--- src/rtl/pattern_det_if.sv ---
// Configuration, control and serial-stream bundle for pattern_det_ctrl.
// The master side drives configuration and data; the slave side is the detector.
interface pattern_det_if #(
  parameter int MAXLEN = 8,
  parameter int CNT_W  = 8
);
  logic                           cfg_valid;
  logic                           cfg_ready;
  logic [MAXLEN-1:0]              cfg_pattern;
  logic [$clog2(MAXLEN+1)-1:0]    cfg_len;
  logic                           cfg_overlap;
  logic [CNT_W-1:0]               cfg_target;
  logic                           start;
  logic                           abort;
  logic                           done_ack;
  logic                           data_valid;
  logic                           data;
  logic                           detected;
  logic [CNT_W-1:0]               match_count;
  logic                           busy;
  logic                           done;

  modport master (
    output cfg_valid, cfg_pattern, cfg_len, cfg_overlap, cfg_target,
    output start, abort, done_ack, data_valid, data,
    input  cfg_ready, detected, match_count, busy, done
  );

  modport slave (
    input  cfg_valid, cfg_pattern, cfg_len, cfg_overlap, cfg_target,
    input  start, abort, done_ack, data_valid, data,
    output cfg_ready, detected, match_count, busy, done
  );
endinterface

--- src/rtl/pattern_det_ctrl.sv ---
// Programmable serial pattern detector: latches a pattern configuration, runs over a
// gated bit stream, pulses on each match, counts matches and stops at a target count.
module pattern_det_ctrl #(
  parameter int MAXLEN = 8,
  parameter int CNT_W  = 8
) (
  input logic           clk,
  input logic           rst,
  pattern_det_if.slave  bus
);
  localparam int               LEN_W   = $clog2(MAXLEN + 1);
  localparam logic [LEN_W-1:0] LEN_MAX = LEN_W'(MAXLEN);
  localparam logic [LEN_W-1:0] LEN_ONE = LEN_W'(1);

  typedef enum logic [1:0] {IDLE, RUN, DONE} state_t;

  state_t            state, state_nxt;

  logic [MAXLEN-1:0] pat_q;
  logic [LEN_W-1:0]  len_q;
  logic              ovl_q;
  logic [CNT_W-1:0]  tgt_q;

  // The oldest history bit is never compared after a shift, so only MAXLEN-1 bits are kept.
  logic [MAXLEN-2:0] hist_q;
  logic [MAXLEN-1:0] hist_nxt;
  logic [MAXLEN-1:0] len_mask;
  logic [LEN_W-1:0]  fill_q, fill_nxt;
  logic [LEN_W-1:0]  cfg_len_clamped;
  logic [CNT_W-1:0]  cnt_q, cnt_inc;
  logic              det_q;

  logic              cfg_fire;
  logic              run_start;
  logic              shift_en;
  logic              hit;
  logic              match;
  logic              reach_target;

  // State register.
  always_ff @(posedge clk) begin
    // NOTE: sequential state uses non-blocking assignments so every register samples
    // pre-edge values, independent of block ordering.
    if (rst) state <= IDLE;
    else     state <= state_nxt;
  end

  // Next-state logic; abort outranks a match, done_ack and start.
  always_comb begin
    // NOTE: default first so every path assigns state_nxt and no latch is inferred.
    state_nxt = state;
    unique case (state)
      IDLE: if (run_start) state_nxt = RUN;
      RUN: begin
        if (bus.abort)         state_nxt = IDLE;
        else if (reach_target) state_nxt = DONE;
      end
      DONE: if (bus.abort || bus.done_ack) state_nxt = IDLE;
      default:                 state_nxt = IDLE;
    endcase
  end

  // Moore outputs decoded from the registered state.
  always_comb begin
    bus.cfg_ready   = (state == IDLE);
    bus.busy        = (state == RUN);
    bus.done        = (state == DONE);
    bus.detected    = det_q;
    bus.match_count = cnt_q;
  end

  // Match datapath.
  always_comb begin
    cfg_fire  = bus.cfg_valid && (state == IDLE);
    run_start = (state == IDLE) && bus.start && !bus.abort;
    shift_en  = (state == RUN) && bus.data_valid && !bus.abort;

    if (bus.cfg_len == '0)          cfg_len_clamped = LEN_ONE;
    else if (bus.cfg_len > LEN_MAX) cfg_len_clamped = LEN_MAX;
    else                            cfg_len_clamped = bus.cfg_len;

    hist_nxt = {hist_q, bus.data};
    fill_nxt = (fill_q >= len_q) ? len_q : fill_q + LEN_ONE;

    len_mask = '0;
    for (int i = 0; i < MAXLEN; i++) begin
      len_mask[i] = (LEN_W'(i) < len_q);
    end

    hit          = (fill_nxt >= len_q) && (((hist_nxt ^ pat_q) & len_mask) == '0);
    match        = shift_en && hit;
    cnt_inc      = (&cnt_q) ? cnt_q : cnt_q + CNT_W'(1);
    reach_target = match && (tgt_q != '0) && (cnt_inc == tgt_q);
  end

  always_ff @(posedge clk) begin
    // NOTE: history is a plain register rather than a memory array, so it resets with
    // the rest of the state and a restart never sees stale bits.
    if (rst) begin
      pat_q  <= '0;
      len_q  <= LEN_ONE;
      ovl_q  <= 1'b0;
      tgt_q  <= '0;
      hist_q <= '0;
      fill_q <= '0;
      cnt_q  <= '0;
      det_q  <= 1'b0;
    end else begin
      det_q <= match;
      if (cfg_fire) begin
        pat_q <= bus.cfg_pattern;
        len_q <= cfg_len_clamped;
        ovl_q <= bus.cfg_overlap;
        tgt_q <= bus.cfg_target;
      end
      if (run_start) begin
        hist_q <= '0;
        fill_q <= '0;
        cnt_q  <= '0;
      end else if (shift_en) begin
        hist_q <= hist_nxt[MAXLEN-2:0];
        // Non-overlapping mode demands a full set of fresh bits after each match.
        fill_q <= (match && !ovl_q) ? '0 : fill_nxt;
        if (match) cnt_q <= cnt_inc;
      end
    end
  end

endmodule

--- src/flat_wrapper.sv ---
// flat-port wrapper written by rule: the top's interface ports become plain ports
module pattern_det_ctrl_flat 
#(
  parameter int MAXLEN = 8,
  parameter int CNT_W  = 8
)
  (clk, rst, bus_cfg_valid, bus_cfg_pattern, bus_cfg_len, bus_cfg_overlap, bus_cfg_target, bus_start, bus_abort, bus_done_ack, bus_data_valid, bus_data, bus_cfg_ready, bus_detected, bus_match_count, bus_busy, bus_done);
  pattern_det_if #(.MAXLEN(MAXLEN), .CNT_W(CNT_W)) bus_i ();
  input logic clk;
  input logic rst;
  input wire logic [$bits(bus_i.cfg_valid)-1:0] bus_cfg_valid;
  input wire logic [$bits(bus_i.cfg_pattern)-1:0] bus_cfg_pattern;
  input wire logic [$bits(bus_i.cfg_len)-1:0] bus_cfg_len;
  input wire logic [$bits(bus_i.cfg_overlap)-1:0] bus_cfg_overlap;
  input wire logic [$bits(bus_i.cfg_target)-1:0] bus_cfg_target;
  input wire logic [$bits(bus_i.start)-1:0] bus_start;
  input wire logic [$bits(bus_i.abort)-1:0] bus_abort;
  input wire logic [$bits(bus_i.done_ack)-1:0] bus_done_ack;
  input wire logic [$bits(bus_i.data_valid)-1:0] bus_data_valid;
  input wire logic [$bits(bus_i.data)-1:0] bus_data;
  output wire logic [$bits(bus_i.cfg_ready)-1:0] bus_cfg_ready;
  output wire logic [$bits(bus_i.detected)-1:0] bus_detected;
  output wire logic [$bits(bus_i.match_count)-1:0] bus_match_count;
  output wire logic [$bits(bus_i.busy)-1:0] bus_busy;
  output wire logic [$bits(bus_i.done)-1:0] bus_done;
  assign bus_i.cfg_valid = bus_cfg_valid;
  assign bus_i.cfg_pattern = bus_cfg_pattern;
  assign bus_i.cfg_len = bus_cfg_len;
  assign bus_i.cfg_overlap = bus_cfg_overlap;
  assign bus_i.cfg_target = bus_cfg_target;
  assign bus_i.start = bus_start;
  assign bus_i.abort = bus_abort;
  assign bus_i.done_ack = bus_done_ack;
  assign bus_i.data_valid = bus_data_valid;
  assign bus_i.data = bus_data;
  assign bus_cfg_ready = bus_i.cfg_ready;
  assign bus_detected = bus_i.detected;
  assign bus_match_count = bus_i.match_count;
  assign bus_busy = bus_i.busy;
  assign bus_done = bus_i.done;
  pattern_det_ctrl #(.MAXLEN(MAXLEN), .CNT_W(CNT_W)) u_core (.clk(clk), .rst(rst), .bus(bus_i));
endmodule
--- config.mk ---
export PLATFORM = sky130hd
export DESIGN_NAME = pattern_det_ctrl_flat
export DESIGN_NICKNAME = d
export VERILOG_FILES = /design/src/rtl/pattern_det_if.sv /design/src/rtl/pattern_det_ctrl.sv /design/src/flat_wrapper.sv
export SDC_FILE = /design/constraint.sdc
export NUM_CORES = 1
export LEC_CHECK = 0
export BUFFER_PORTS_ARGS = -buffer_cell sky130_fd_sc_hd__buf_2
export CORE_MARGIN = 2
export CORE_UTILIZATION = 58
export CTS_BUF_LIST = sky130_fd_sc_hd__clkbuf_2
export DETAILED_ROUTE_END_ITERATION = 10
export MAX_ROUTING_LAYER = met4
export PLACE_DENSITY = 0.82
export SYNTH_ARGS = -nofsm -noshare
export SYNTH_HDL_FRONTEND = slang
export SYNTH_SLANG_ARGS = --single-unit
export TNS_END_PERCENT = 50
--- constraint.sdc ---
create_clock -name clk -period 4.3 [get_ports clk]
set_input_delay 0.86 -clock clk [delete_from_list [all_inputs] [get_ports clk]]
set_output_delay 0.86 -clock clk [all_outputs]
set_load 0.02 [all_outputs]
# Word level (Yosys, flattened, before mapping)
# Index checks and enable logic that the tools add are counted.
[classes] n_reduce_logical=21 bitwise_logic=2 addsub=2 order_cmp=11 n_eq_ne=6 n_mux=10
[op_table] op="$lt A3 B4 Y1 const A" n=4
[op_table] op="$mux W4" n=4
[op_table] op="$logic_and A1 B1 Y1" n=10
[op_table] op="$add A8 B1 Y8 const B" n=1
[op_table] op="$and A8 B8 Y8" n=1
[op_table] op="$eq A8 B8 Y1" n=1
[op_table] op="$ge A4 B4 Y1" n=2
[op_table] op="$logic_not A8 Y1" n=1
[op_table] op="$lt A1 B4 Y1 const A" n=2
[op_table] op="$lt A2 B4 Y1 const A" n=2
[op_table] op="$mux W2" n=4
[op_table] op="$mux W8" n=1
[op_table] op="$reduce_and A8 Y1" n=1
[op_table] op="$reduce_bool A8 Y1" n=1
[op_table] op="$xor A8 B8 Y8" n=1
[op_table] op="$pmux W2 S3" n=1
[op_table] op="$add A4 B1 Y4 const B" n=1
[op_table] op="$gt A4 B4 Y1 const B" n=1
[op_table] op="$logic_not A4 Y1" n=1
[op_table] op="$ne A2 B1 Y1 const B" n=2
[op_table] op="$ne A3 B2 Y1 const B" n=1
[op_table] op="$reduce_and A3 Y1" n=1
[op_table] op="$eq A2 B1 Y1 const B" n=1
[op_table] op="$eq A2 B2 Y1 const B" n=1
[op_table] op="other kinds (5)" n=6
[totals] ff_bits=43 inputBits=29 output_inout_bits=12 elab_cells=61

# Logic depth before layout (Yosys ltp)
# Gate-level depths: netlist (run 1).
[logic_depth] depth_word=10 depth_mapped=16 ltp_nobuf=14

# Worst setup path after synthesis (run 1)
# Ideal clock, no wire load.
[synth_timing] path_type="flip-flop to flip-flop" from="reg u_core.fill_q[0]" to="reg u_core.cnt_q[1] (netlist: u_core.bus.match_count[1])" setup_time_ns=0.116 synth_period_minus_slack_ns=3.193 stages_incl_launch_ff=16 n_path_buf=2 required_ns=4.184 path_slack_ns=1.107 t_arrival_ns=3.076 cell_sequence="dfxtp_1 -> inv_1 -> ha_1 -> nand2b_1 -> a21o_1 -> a21o_1 -> a21oi_1 -> mux2i_1 -> ha_1 -> nand2b_1 -> a211o_1 -> a21oi_1 -> a211oi_2 -> buf_6 -> buf_12 -> a41o_1"
[synth_via] elab_chain_cells=6 word_cells_on_any_way=7 classes_between="1 x add/sub; 2 x order compare; 1 x mux; 3 x reduce/logical"
[synth_lines] item="from (decl)" line_no="pattern_det_ctrl.sv:28" source="logic [LEN_W-1:0] fill_q, fill_nxt;"
[synth_lines] item="from (signal assigned)" line_no="pattern_det_ctrl.sv:123" source="fill_q <= (match && !ovl_q) ? '0 : fill_nxt;"
[synth_lines] item="$add A4 B1 Y4 / $ge A4 B4 Y1 (equally long branches)" line_no="pattern_det_ctrl.sv:83" source="fill_nxt = (fill_q >= len_q) ? len_q : fill_q + LEN_ONE;"
[synth_lines] item="$mux W4 (*)" line_no="pattern_det_ctrl.sv:83"
[synth_lines] item="$ge A4 B4 Y1 (*)" line_no="pattern_det_ctrl.sv:90" source="hit = (fill_nxt >= len_q) && (((hist_nxt ^ pat_q) & len_mask) == '0);"
[synth_lines] item="$logic_and A1 B1 Y1 (*)" line_no="pattern_det_ctrl.sv:90"
[synth_lines] item="$logic_and A1 B1 Y1 (*)" line_no="pattern_det_ctrl.sv:91" source="match = shift_en && hit;"
[synth_lines] item="$reduce_and A2 Y1 (no source line) (*)"
[synth_lines] item="to (signal assigned)" line_no="pattern_det_ctrl.sv:124" source="if (match) cnt_q <= cnt_inc;"
[synth_lines] item="to (decl)" line_no="pattern_det_ctrl.sv:30" source="logic [CNT_W-1:0] cnt_q, cnt_inc;"
# Mark *: on every way between the ends. The rest lies on a longest branch, timed or not.
# A chain may end at the register's enable or synchronous reset.

# Worst setup path in the final report (run 1)
[layout_timing] from="reg u_core.len_q[0]" to="reg u_core.fill_q[0]"
[layout_via] elab_chain_cells=7 word_cells_on_any_way=17 classes_between="10 x order compare; 2 x mux; 1 x bitwise; 4 x reduce/logical"
[layout_lines] item="from (decl)" line_no="pattern_det_ctrl.sv:20" source="logic [LEN_W-1:0] len_q;"
[layout_lines] item="from (signal assigned)" line_no="pattern_det_ctrl.sv:112" source="len_q <= cfg_len_clamped;"
[layout_lines] item="$ge A4 B4 Y1, or another cell as far along" line_no="pattern_det_ctrl.sv:83"
[layout_lines] item="$mux W4 / $and A8 B8 Y8 (equally long branches)" line_no="pattern_det_ctrl.sv:83, pattern_det_ctrl.sv:90"
[layout_lines] item="$ge A4 B4 Y1 / $logic_not A8 Y1 (equally long branches)" line_no="pattern_det_ctrl.sv:90"
[layout_lines] item="$logic_and A1 B1 Y1" line_no="pattern_det_ctrl.sv:90"
[layout_lines] item="$logic_and A1 B1 Y1" line_no="pattern_det_ctrl.sv:91"
[layout_lines] item="$logic_and A1 B1 Y1" line_no="pattern_det_ctrl.sv:123"
[layout_lines] item="$mux W4 (*)" line_no="pattern_det_ctrl.sv:123"
# Marked as above.

==> impl_metrics.csv, run 1 <==
group,metric,value,unit
placement,port_buffers,40,
die,number_of_core_rows,24,
flow_run,maxCapViolCount,0,
final_layout,area_growth_syn_to_layout,10.47,%
sta,drv_slew,0,
synthesis,yosys_register_bits,43,
die,dieWidth,70.08,um
critical_path,worst_r2r_path_depth,14,
route,detail_route.drc_violations,0,
critical_path,worstReg2RegStart,"u_core.len_q[0]",
synthesis,synth_sequential_area_ratio,0.3399,
sta,worst_slew_pin_slew,0.6853,ns
final_layout,post_route_cells_drive_above_1_share,0.1802,
clocking,cts_tree,"done",
placement,place_hpwl,4167,um
hold_path,hold_class,"flip-flop to flip-flop",
sta,final.min_clock_period,3.564,ns
critical_path,cp-end-kind,"flip-flop",
clocking,clock_sinks,43,
critical_path,reg2reg_setup_slack,0.74,ns
synthesis,yosys-top-cells-area,"sky130_fd_sc_hd__dfxtp_1 (34%), sky130_fd_sc_hd__nand2_1 (9.3%), sky130_fd_sc_hd__a21oi_1 (8.7%)",
grt,track_usage,0.2569,
clocking,clkLatencyLatePin,0.42,ns
critical_path,max_stage_delay,0.53,ns
die,ios,41,
grt,grt_pass1_vias,2171,
clocking,post_cts_resized,0,
pwr,design_power_total,0.8276,mW
sta,finalSetupViolCount,0,
clocking,number_of_buffers_created_by_cts,5,
synthesis,netlist.top_cell.by_area,"sky130_fd_sc_hd__dfxtp_1",
critical_path,critical_path_start_type,"flip-flop",
final_layout,final_common_cell,"sky130_fd_sc_hd__nand2_1",
grt,global_route.overflow_total,0,
pwr,vdd_ir_drop_max,0.2273,mV
hold_path,worst_hold_endpoint,"u_core.hist_q[6]",
critical_path,setup.worst_path.class,"flip-flop to flip-flop",
route,vias,2336,
synthesis,synthesis.instances,315,
sta,max_freq,0.2806,GHz
route,drt_iter0_drc,158,
clocking,cts_setup_buffers,0,
placement,gp_congestion,0.9349,
sta,timing.slew.headroom,0.5313,
critical_path,timing.critical_path.arrival,3.90,ns
critical_path,timing.critical_path.fanout_max,20,
grt,grt_start_max_net_pins,27,
critical_path,critical_path.cell_chain,"ha_1 -> nand2b_1 -> a21o_1 -> a21o_1 -> a21oi_1 -> mux2i_1 -> ha_1 -> nand2b_1 -> a211o_1 -> a21oi_1 -> a211oi_2 -> buf_4 -> nor2b_1 -> o41ai_1",
route,drt-total-wl,5711,um
sta,rsz_0062_raised_after_global_routing,"no",
clocking,number_of_buffers_added_to_fix_hold_violations_after_cts,0,
die,design.die.area,4911,um2
die,start_util,0.5939,
clocking,ctsLongestPathBuffers,2,
sta,timing.final.hold_violations,0,
final_layout,antenna-diode-count,0,
die,design.core.area,4264,um2
route,drt_first_pass_iters,4,
clocking,cts.htree.levels,2,
route,via_density,5.899,
die,die_height,70.08,um
sta,fin_crit_sh,0.8288,
route,ant_nets,0,
synthesis,ys.warnings.count,0,
clocking,clk_pin_slew,0.24,ns
grt,first_pass_grt_wire_length,10060,um
synthesis,ys_types,57,
critical_path,worst_ep_required_time,4.64,ns
synthesis,ys.flop_type,"sky130_fd_sc_hd__dfxtp_1",
grt,number_of_antenna_violations_at_the_first_check_in_global_routing,0,
critical_path,rr_endpoint,"u_core.fill_q[0]",
synthesis,syn_area,2532,um2
synthesis,synth_top_area_share,0.3399,
sta,setup_tns,0,ns
clocking,clock_tree.root_cell,"sky130_fd_sc_hd__clkbuf_2",
pwr,power.density,295.8,nW/um2
synthesis,async_flop_share,0,
route,drt-wirelength-per-cell,14.42,um
pwr,power.leakage,1.157,nW
final_layout,layout.filler_cells,360,
critical_path,crit_path_top_delay_cell,"sky130_fd_sc_hd__dfxtp_1",
hold_path,worstHoldStart,"u_core.hist_q[6]",
synthesis,synth_enable_flop_cells,0,
synthesis,syn-mean-instance-area,8.039,um2
synthesis,synth_fp_nets,354,
outcome,status,"finished clean",
hold_path,hold_path_depth,2,
final_layout,highest_count_cells_in_the_layout_ignoring_fill_and_taps,"sky130_fd_sc_hd__nand2_1 (63), sky130_fd_sc_hd__a21oi_1 (44), sky130_fd_sc_hd__dfxtp_1 (43), sky130_fd_sc_hd__buf_2 (40), sky130_fd_sc_hd__nor2_1 (13)",
final_layout,finish.net_count,382,
sta,final.setup_skew,0.02333,ns
-- worst max-delay path by stage --
stage                     startpoint                        end  slack, ns  cells after the start
floorplan           u_core.fill_q[0]  u_core.bus.match_count[1]       1.11                     15
global placement    u_core.fill_q[0]           u_core.fill_q[0]       0.89                     15
detailed placement   u_core.len_q[0]           u_core.fill_q[0]       0.82                     14
CTS                  u_core.len_q[0]           u_core.fill_q[0]       0.78                     14
global route         u_core.len_q[0]           u_core.fill_q[0]       0.47                     14
finish               u_core.len_q[0]           u_core.fill_q[0]       0.74                     14
-- through the flow --
stage / hold slack (ns) / cells / cell area [um2] / setup slack (ns) / util
global route: 0.5077 / 396 / 2798 / 0.4658 / 0.6561
floorplan: 0.4446 / 315 / 2532 / 1.107 / -
finish: 0.4842 / 396 / 2798 / 0.7360 / 0.6561
CTS: 0.4859 / 396 / 2798 / 0.7764 / 0.6561
detailed placement: 0.4604 / 388 / 2705 / 0.8233 / 0.6344
global placement: 0.4569 / 388 / 2705 / 0.8927 / 0.6344
-- area by class of cell --
type,count,area (um2),area share
Clock buffer,5,25.02,0.008945
Clock inverter,3,67.56,0.02415
Inverter,11,41.29,0.01476
Multi-Input combinational cell,241,1530,0.5470
Sequential cell,43,860.8,0.3077
Tap cell,52,65.06,0.02326
Timing Repair Buffer,41,207.7,0.07424
-- state kept, by name, summed over array words and instances, names as in the netlist --
name                    cells
u_core.bus.detected         1
u_core.state                2
u_core.bus.match_count      8
u_core.fill_q               4
u_core.tgt_q                8
u_core.hist_q               7
u_core.pat_q                8
u_core.ovl_q                1
u_core.len_q                4
-- power by group --
| group | switching [mW] | internal, mW |
|---|---|---|
| clock network | 0.139 | 0.156 |
| registers | 0.0145 | 0.412 |
| logic | 0.0591 | 0.0469 |
| total | 0.213 | 0.615 |
-- logic make-up (layout without fill, tap and decap cells) --
kind of cell | count (synthesis) | after routing | share of synthesized area
and+or+nand+nor | 121 | 121 | 0.2268
AOI/OAI and AO/OA | 91 | 91 | 0.2594
buffers and inverters | 31 | 60 | 0.05583
xor gates and xnor gates | 14 | 14 | 0.04842
DFF | 43 | 43 | 0.3399
muxes | 5 | 5 | 0.02026
adders and majority gates | 10 | 10 | 0.04941
-- critical path: cells and delay by family (launching register included) --
kind,cells,cell delay (ns)
AOI/OAI and AO/OA,7,1.46
muxes,1,0.31
and+or+nand+nor,3,0.43
adders and majority gates,2,0.55
buffers and inverters,1,0.22
DFF,1,0.53
-- synthesized netlist by cell type, types with 2 or more instances --
cell                        instances
sky130_fd_sc_hd__a21oi_1           44
sky130_fd_sc_hd__nand2_1           63
sky130_fd_sc_hd__dfxtp_1           43
sky130_fd_sc_hd__a31o_2             2
sky130_fd_sc_hd__nor2b_1            3
sky130_fd_sc_hd__o21ai_0            4
sky130_fd_sc_hd__xor2_1            10
sky130_fd_sc_hd__a21o_1             5
sky130_fd_sc_hd__mux2i_1            4
sky130_fd_sc_hd__nand2b_1           7
sky130_fd_sc_hd__o21a_1             3
sky130_fd_sc_hd__xnor2_1            4
sky130_fd_sc_hd__a32o_1             3
sky130_fd_sc_hd__a31oi_1            2
sky130_fd_sc_hd__or4_1              3
sky130_fd_sc_hd__inv_1             11
sky130_fd_sc_hd__nand3_1            5
sky130_fd_sc_hd__clkbuf_1          16
sky130_fd_sc_hd__nor3_1             7
sky130_fd_sc_hd__o2111ai_1          3
sky130_fd_sc_hd__ha_1              10
sky130_fd_sc_hd__nor2_1            13
sky130_fd_sc_hd__and2_1             4
sky130_fd_sc_hd__nor4_1             2
sky130_fd_sc_hd__nand4_1            3
sky130_fd_sc_hd__a211oi_1           5
sky130_fd_sc_hd__and4_1             2
sky130_fd_sc_hd__nand3b_1           2
sky130_fd_sc_hd__a211oi_2           2
sky130_fd_sc_hd__and3_1             3
-- routing by layer --
metal	vias up	track usage	wire length, um
met5	-	-	0
met4	0	0.06410	98
met3	12	0.05339	346
met2	80	0.3852	2471
met1	1053	0.3569	2795
li1	1191	-	-
Note: power is estimated with default switching activity, not from simulation.
==> run 2, diff against run 1 <==
==> constraint.sdc (replaced) <==
create_clock -name clk -period 3.7 [get_ports clk]
set_input_delay 0.74 -clock clk [delete_from_list [all_inputs] [get_ports clk]]
set_output_delay 0.74 -clock clk [all_outputs]
set_load 0.02 [all_outputs]
==> run 2 against run 1 <==
Against the previous run: first-iteration DRC count is 11% higher; global-route usage decreased by 0.32 points; total power is 16% higher; highest routed layer unchanged; largest power group unchanged; core utilization grew 0.85 points; count of clock-buffer cells in the layout is 1 higher; sequential cell count unchanged; sequential share of layout area is 0.39 points lower; non-clock buffer count up 3; die area unchanged; sequential power up 16%.
==> impl_metrics.csv, run 2 (synthesis gave the netlist of run 1 again) <==
group,metric,value,unit
grt,track_usage,0.2537,
critical_path,max_stage_delay,0.43,ns
die,design.die.area,4911,um2
final_layout,finish.net_count,385,
sta,final.setup_skew,0.01569,ns
placement,gp_congestion,0.8785,
final_layout,area_of_the_multi_input_gates,1534,um2
pwr,vdd_ir_drop_max,0.2157,mV
route,ant_nets,0,
sta,timing.slew.headroom,0.5429,
clocking,cts.htree.levels,2,
route,drt_iter0_drc,176,
sta,max_freq,0.2967,GHz
sta,final.min_clock_period,3.370,ns
clocking,clkLatencyLatePin,0.41,ns
hold_path,hold_class,"flip-flop to flip-flop",
grt,grt_start_max_net_pins,27,
route,detail_route.drc_violations,0,
critical_path,reg2reg_setup_slack,0.33,ns
critical_path,critical_path.cell_chain,"inv_1 -> ha_1 -> nand2b_1 -> a21o_1 -> a21o_1 -> a21oi_2 -> mux2i_1 -> ha_1 -> nand2b_1 -> a211o_1 -> a21oi_1 -> a211oi_2 -> buf_12 -> nor2b_1 -> o41ai_1",
sta,fin_crit_sh,0.9109,
placement,worst_slack_at_placement,0.2664,ns
critical_path,worst_ep_required_time,4.02,ns
die,number_of_core_rows,24,
final_layout,antenna-diode-count,0,
grt,first_pass_grt_wire_length,9908,um
clocking,clock_tree.root_cell,"sky130_fd_sc_hd__clkbuf_2",
critical_path,critical_path_buf_inv_count,2,
sta,rsz_0062_raised_after_global_routing,"no",
grt,grt_pass1_vias,2217,
die,design.core.area,4264,um2
final_layout,final_common_cell,"sky130_fd_sc_hd__nand2_1",
sta,setup_slack,0.3296,ns
final_layout,post_route_cells_drive_above_1_share,0.1902,
final_layout,highest_count_cells_in_the_layout_ignoring_fill_and_taps,"sky130_fd_sc_hd__nand2_1 (63), sky130_fd_sc_hd__a21oi_1 (43), sky130_fd_sc_hd__dfxtp_1 (43), sky130_fd_sc_hd__buf_2 (40), sky130_fd_sc_hd__nor2_1 (13)",
clocking,cts_tree,"done",
clocking,clock_sinks,43,
route,via_density,5.875,
sta,drv_slew,0,
grt,global_route.overflow_total,0,
critical_path,timing.critical_path.arrival,3.69,ns
route,drt-total-wl,5895,um
grt,number_of_antenna_violations_at_the_first_check_in_global_routing,0,
clocking,number_of_buffers_added_to_fix_hold_violations_after_cts,0,
sta,timing.final.hold_violations,0,
critical_path,cpLargestDelayFamily,"compound AO/OA/AOI/OAI gates",
critical_path,crit_path_top_delay_cell,"sky130_fd_sc_hd__dfxtp_1",
final_layout,layout.filler_cells,368,
die,dieWidth,70.08,um
placement,place_hpwl,4387,um
clocking,number_of_buffers_created_by_cts,5,
pwr,power.density,339.8,nW/um2
critical_path,timing.critical_path.fanout_max,20,
route,drt-wirelength-per-cell,14.77,um
sta,worst_slew_pin_slew,0.6840,ns
die,die_height,70.08,um
critical_path,cp-end-kind,"flip-flop",
flow_run,maxCapViolCount,0,
die,start_util,0.5939,
route,drt_first_pass_iters,5,
sta,finalSetupViolCount,0,
critical_path,setup.worst_path.class,"flip-flop to flip-flop",
clocking,clk_pin_slew,0.22,ns
placement,port_buffers,40,
final_layout,sequential_cell_area,860.8,um2
sta,setup_tns,0,ns
critical_path,critical_path_start_type,"flip-flop",
final_layout,area_growth_syn_to_layout,11.91,%
route,vias,2344,
clocking,ctsLongestPathBuffers,2,
die,ios,41,
outcome,status,"finished clean",
pwr,power.leakage,1.180,nW
run 2: cell count changes in the layout (fill, tap and decap cells not counted):
cell / delta
sky130_fd_sc_hd__buf_4: +2
sky130_fd_sc_hd__a21oi_1: -1
sky130_fd_sc_hd__a21oi_2: +1
sky130_fd_sc_hd__buf_12: +1
sky130_fd_sc_hd__clkbuf_2: +1
sky130_fd_sc_hd__clkinvlp_4: -1
run 2: metrics by stage:
step | area, um2 | hold slack (ns) | cells | total power [mW] | utilization
after CTS | 2830 | 0.4898 | 399 | 0.9668 | 0.6637
final | 2834 | 0.4896 | 399 | 0.9631 | 0.6646
after floorplan | 2532 | 0.4446 | 315 | 0.5900 | -
after global placement | 2740 | 0.4567 | 391 | 0.6256 | 0.6426
after detailed placement | 2740 | 0.4667 | 391 | 0.6300 | 0.6426
after global routing | 2834 | 0.4904 | 399 | 1.007 | 0.6646
run 2: power breakdown:
part / leakage (nW) / total (mW) / internal, mW / switching [mW]
combinational: 0.776 / 0.130 / 0.0575 / 0.0726
sequential: 0.350 / 0.493 / 0.478 / 0.0146
clock: 0.0532 / 0.340 / 0.185 / 0.155
total: 1.18 / 0.963 / 0.721 / 0.242
run 2: path summary, 6_finish.rpt:
| kind | from | end | cells after the start |
|---|---|---|---|
| worst max-delay path | u_core.fill_q[0] | u_core.fill_q[0] | 15 |
| worst min-delay path | u_core.pat_q[6] | u_core.pat_q[6] | 2 |
| worst min register to register | u_core.pat_q[6] | u_core.pat_q[6] | 2 |
| worst max register to register | u_core.fill_q[0] | u_core.fill_q[0] | 15 |
run 2: routing by layer:
layer	track usage	vias up	wire length [um]
met5	-	-	0
met4	0.07906	0	68
met3	0.03608	7	346
met2	0.3852	77	2634
met1	0.3521	1066	2846
li1	-	1194	-
run 2: repair_timing:
action | CTS | global route
resized for setup | 0 | 1
setup buffers | 0 | 0
endpoints found under the setup margin | 0 | 2
run 2: cell type report:
type	count	area share
Tap cell	52	0.02296
Sequential cell	43	0.3038
Inverter	11	0.01457
Clock buffer	6	0.01060
Timing Repair Buffer	44	0.08565
Multi-Input combinational cell	241	0.5413
Clock inverter	2	0.02119
run 2: worst min-delay path: stages (launching register included):
cell and delay, ns:
sky130_fd_sc_hd__dfxtp_1 0.37, sky130_fd_sc_hd__nand2_1 0.05, sky130_fd_sc_hd__a21oi_1 0.05
==> run 3, diff against run 2 <==
--- a/config.mk
+++ b/config.mk
@@ -11,7 +11,7 @@
 export CTS_BUF_LIST = sky130_fd_sc_hd__clkbuf_2
 export DETAILED_ROUTE_END_ITERATION = 10
 export MAX_ROUTING_LAYER = met4
-export PLACE_DENSITY = 0.82
+export PLACE_DENSITY = 0.86
 export SYNTH_ARGS = -nofsm -noshare
 export SYNTH_HDL_FRONTEND = slang
 export SYNTH_SLANG_ARGS = --single-unit
==> run 3 against run 2 <==
Against the previous run: total power down 0.16%; sequential cell count unchanged; non-clock buffer count down 2; design area down 0.88%; register-to-register slack worse by 0.08 ns; sequential power about the same; clock power about the same; highest routed layer unchanged; via count up 1.4%; worst setup slack worse by 0.081 ns; clock skew up 0.0070 ns; global-route usage up 0.40 points; sequential share of layout area up 0.27 points.
==> impl_metrics.csv, run 3 (synthesis gave the netlist of run 1 again) <==
group,metric,value,unit
die,dieWidth,70.08,um
critical_path,setup.worst_path.class,"flip-flop to flip-flop",
route,drt_iter0_drc,242,
route,drt_first_pass_iters,5,
sta,drv_slew,0,
critical_path,critical_path_start_type,"flip-flop",
route,drt-total-wl,5785,um
route,detail_route.drc_violations,0,
route,via_density,5.985,
sta,final.min_clock_period,3.451,ns
final_layout,layout.filler_cells,369,
pwr,power.leakage,1.162,nW
hold_path,hold_class,"flip-flop to flip-flop",
grt,grt_start_max_net_pins,27,
sta,timing.slew.headroom,0.5593,
pwr,vdd_ir_drop_max,0.2738,mV
route,drt-wirelength-per-cell,14.57,um
critical_path,cp-end-kind,"flip-flop",
sta,final.setup_skew,0.02266,ns
final_layout,area_growth_syn_to_layout,10.92,%
critical_path,worst_ep_required_time,4.04,ns
sta,rsz_0062_raised_after_global_routing,"no",
clocking,clock_sinks,43,
grt,number_of_antenna_violations_at_the_first_check_in_global_routing,0,
clocking,clock_tree.root_cell,"sky130_fd_sc_hd__clkbuf_2",
sta,max_freq,0.2898,GHz
route,vias,2376,
final_layout,final_common_cell,"sky130_fd_sc_hd__nand2_1",
sta,fin_crit_sh,0.9327,
final_layout,highest_count_cells_in_the_layout_ignoring_fill_and_taps,"sky130_fd_sc_hd__nand2_1 (63), sky130_fd_sc_hd__a21oi_1 (43), sky130_fd_sc_hd__dfxtp_1 (43), sky130_fd_sc_hd__buf_2 (40), sky130_fd_sc_hd__nor2_1 (13)",
die,die_height,70.08,um
clocking,clk_pin_slew,0.23,ns
die,number_of_core_rows,24,
grt,global_route.overflow_total,0,
placement,gp_congestion,0.9559,
clocking,number_of_buffers_added_to_fix_hold_violations_after_cts,0,
pwr,power.density,342.3,nW/um2
sta,setup_tns,0,ns
flow_run,maxCapViolCount,0,
critical_path,timing.critical_path.arrival,3.80,ns
die,ios,41,
clocking,number_of_buffers_created_by_cts,5,
final_layout,finish.net_count,383,
sta,worst_slew_pin_slew,0.6611,ns
grt,grt_pass1_vias,2157,
clocking,cts_tree,"done",
sta,finalSetupViolCount,0,
final_layout,post_route_cells_drive_above_1_share,0.1855,
sta,timing.final.hold_violations,0,
final_layout,antenna-diode-count,0,
sta,hold_ws,0.4840,ns
clocking,cts.htree.levels,2,
die,design.die.area,4911,um2
route,ant_nets,0,
placement,port_buffers,40,
clocking,clkLatencyLatePin,0.42,ns
die,start_util,0.5939,
outcome,status,"finished clean",
grt,first_pass_grt_wire_length,9998,um
die,design.core.area,4264,um2
grt,track_usage,0.2578,
clocking,ctsLongestPathBuffers,2,
placement,place_hpwl,4215,um
critical_path,timing.critical_path.fanout_max,20,
-- run 3: cell count changes in the layout (fill, tap and decap cells not counted) --
cell,before,now
sky130_fd_sc_hd__clkbuf_2,6,5
sky130_fd_sc_hd__clkinvlp_4,0,1
sky130_fd_sc_hd__buf_4,3,2
sky130_fd_sc_hd__buf_12,1,0
-- run 3: metrics by stage --
| stage | setup WS (ns) | std cells | power [mW] | util | area (um2) |
|---|---|---|---|---|---|
| floorplan | 0.5073 | 315 | 0.5900 | - | 2532 |
| global placement | 0.3547 | 389 | 0.6234 | 0.6362 | 2713 |
| detailed placement | 0.1936 | 389 | 0.6284 | 0.6362 | 2713 |
| CTS | 0.09249 | 397 | 0.9639 | 0.6579 | 2805 |
| global route | 0.1012 | 397 | 1.005 | 0.6587 | 2809 |
| finish | 0.2489 | 397 | 0.9615 | 0.6587 | 2809 |
-- run 3: critical path, cell delays in order, from the launching register on --
cell,delay [ns]
sky130_fd_sc_hd__dfxtp_1,0.42
sky130_fd_sc_hd__inv_1,0.07
sky130_fd_sc_hd__ha_1,0.29
sky130_fd_sc_hd__nand2b_1,0.14
sky130_fd_sc_hd__a21o_1,0.18
sky130_fd_sc_hd__a21o_1,0.18
sky130_fd_sc_hd__a21oi_2,0.27
sky130_fd_sc_hd__mux2i_1,0.28
sky130_fd_sc_hd__ha_1,0.26
sky130_fd_sc_hd__nand2b_1,0.17
sky130_fd_sc_hd__a211o_1,0.32
sky130_fd_sc_hd__a21oi_1,0.16
sky130_fd_sc_hd__a211oi_2,0.05
sky130_fd_sc_hd__buf_4,0.21
sky130_fd_sc_hd__nor2b_1,0.15
sky130_fd_sc_hd__o41ai_1,0.22
-- run 3: metal layers --
| metal | GRT usage | wire (um) |
|---|---|---|
| met5 | - | 0 |
| met4 | 0.08761 | 143 |
| met3 | 0.06494 | 404 |
| met2 | 0.3598 | 2498 |
| met1 | 0.3635 | 2739 |
-- run 3: where the power goes --
part           internal (mW)  switching [mW]  total, mW
combinational         0.0565          0.0719      0.128
sequential             0.479          0.0155      0.494
clock                  0.181           0.158      0.339
total                  0.716           0.245      0.962
-- run 3: area by class of cell --
cell class / instances / area (um2) / share of cell area
Inverter: 11 / 41.29 / 0.01470
Clock inverter: 3 / 67.56 / 0.02405
Tap cell: 52 / 65.06 / 0.02316
Timing Repair Buffer: 42 / 215.2 / 0.07661
Clock buffer: 5 / 25.02 / 0.008909
Multi-Input combinational cell: 241 / 1534 / 0.5461
Sequential cell: 43 / 860.8 / 0.3065
-- run 3: final timing paths --
| kind | cells past startpoint | to | slack (ns) | startpoint |
|---|---|---|---|---|
| worst max-delay path | 15 | u_core.fill_q[0] | 0.25 | u_core.fill_q[0] |
| worst min-delay path | 2 | u_core.pat_q[0] | 0.48 | u_core.pat_q[0] |
| worst max register to register | 15 | u_core.fill_q[0] | 0.25 | u_core.fill_q[0] |
| worst min register to register | 2 | u_core.pat_q[0] | 0.48 | u_core.pat_q[0] |
-- run 3: what timing repair did --
item | in CTS | in global routing
setup endpoints to repair | 0 | 6
resized for setup | 0 | 1
buffers inserted | 0 | 0
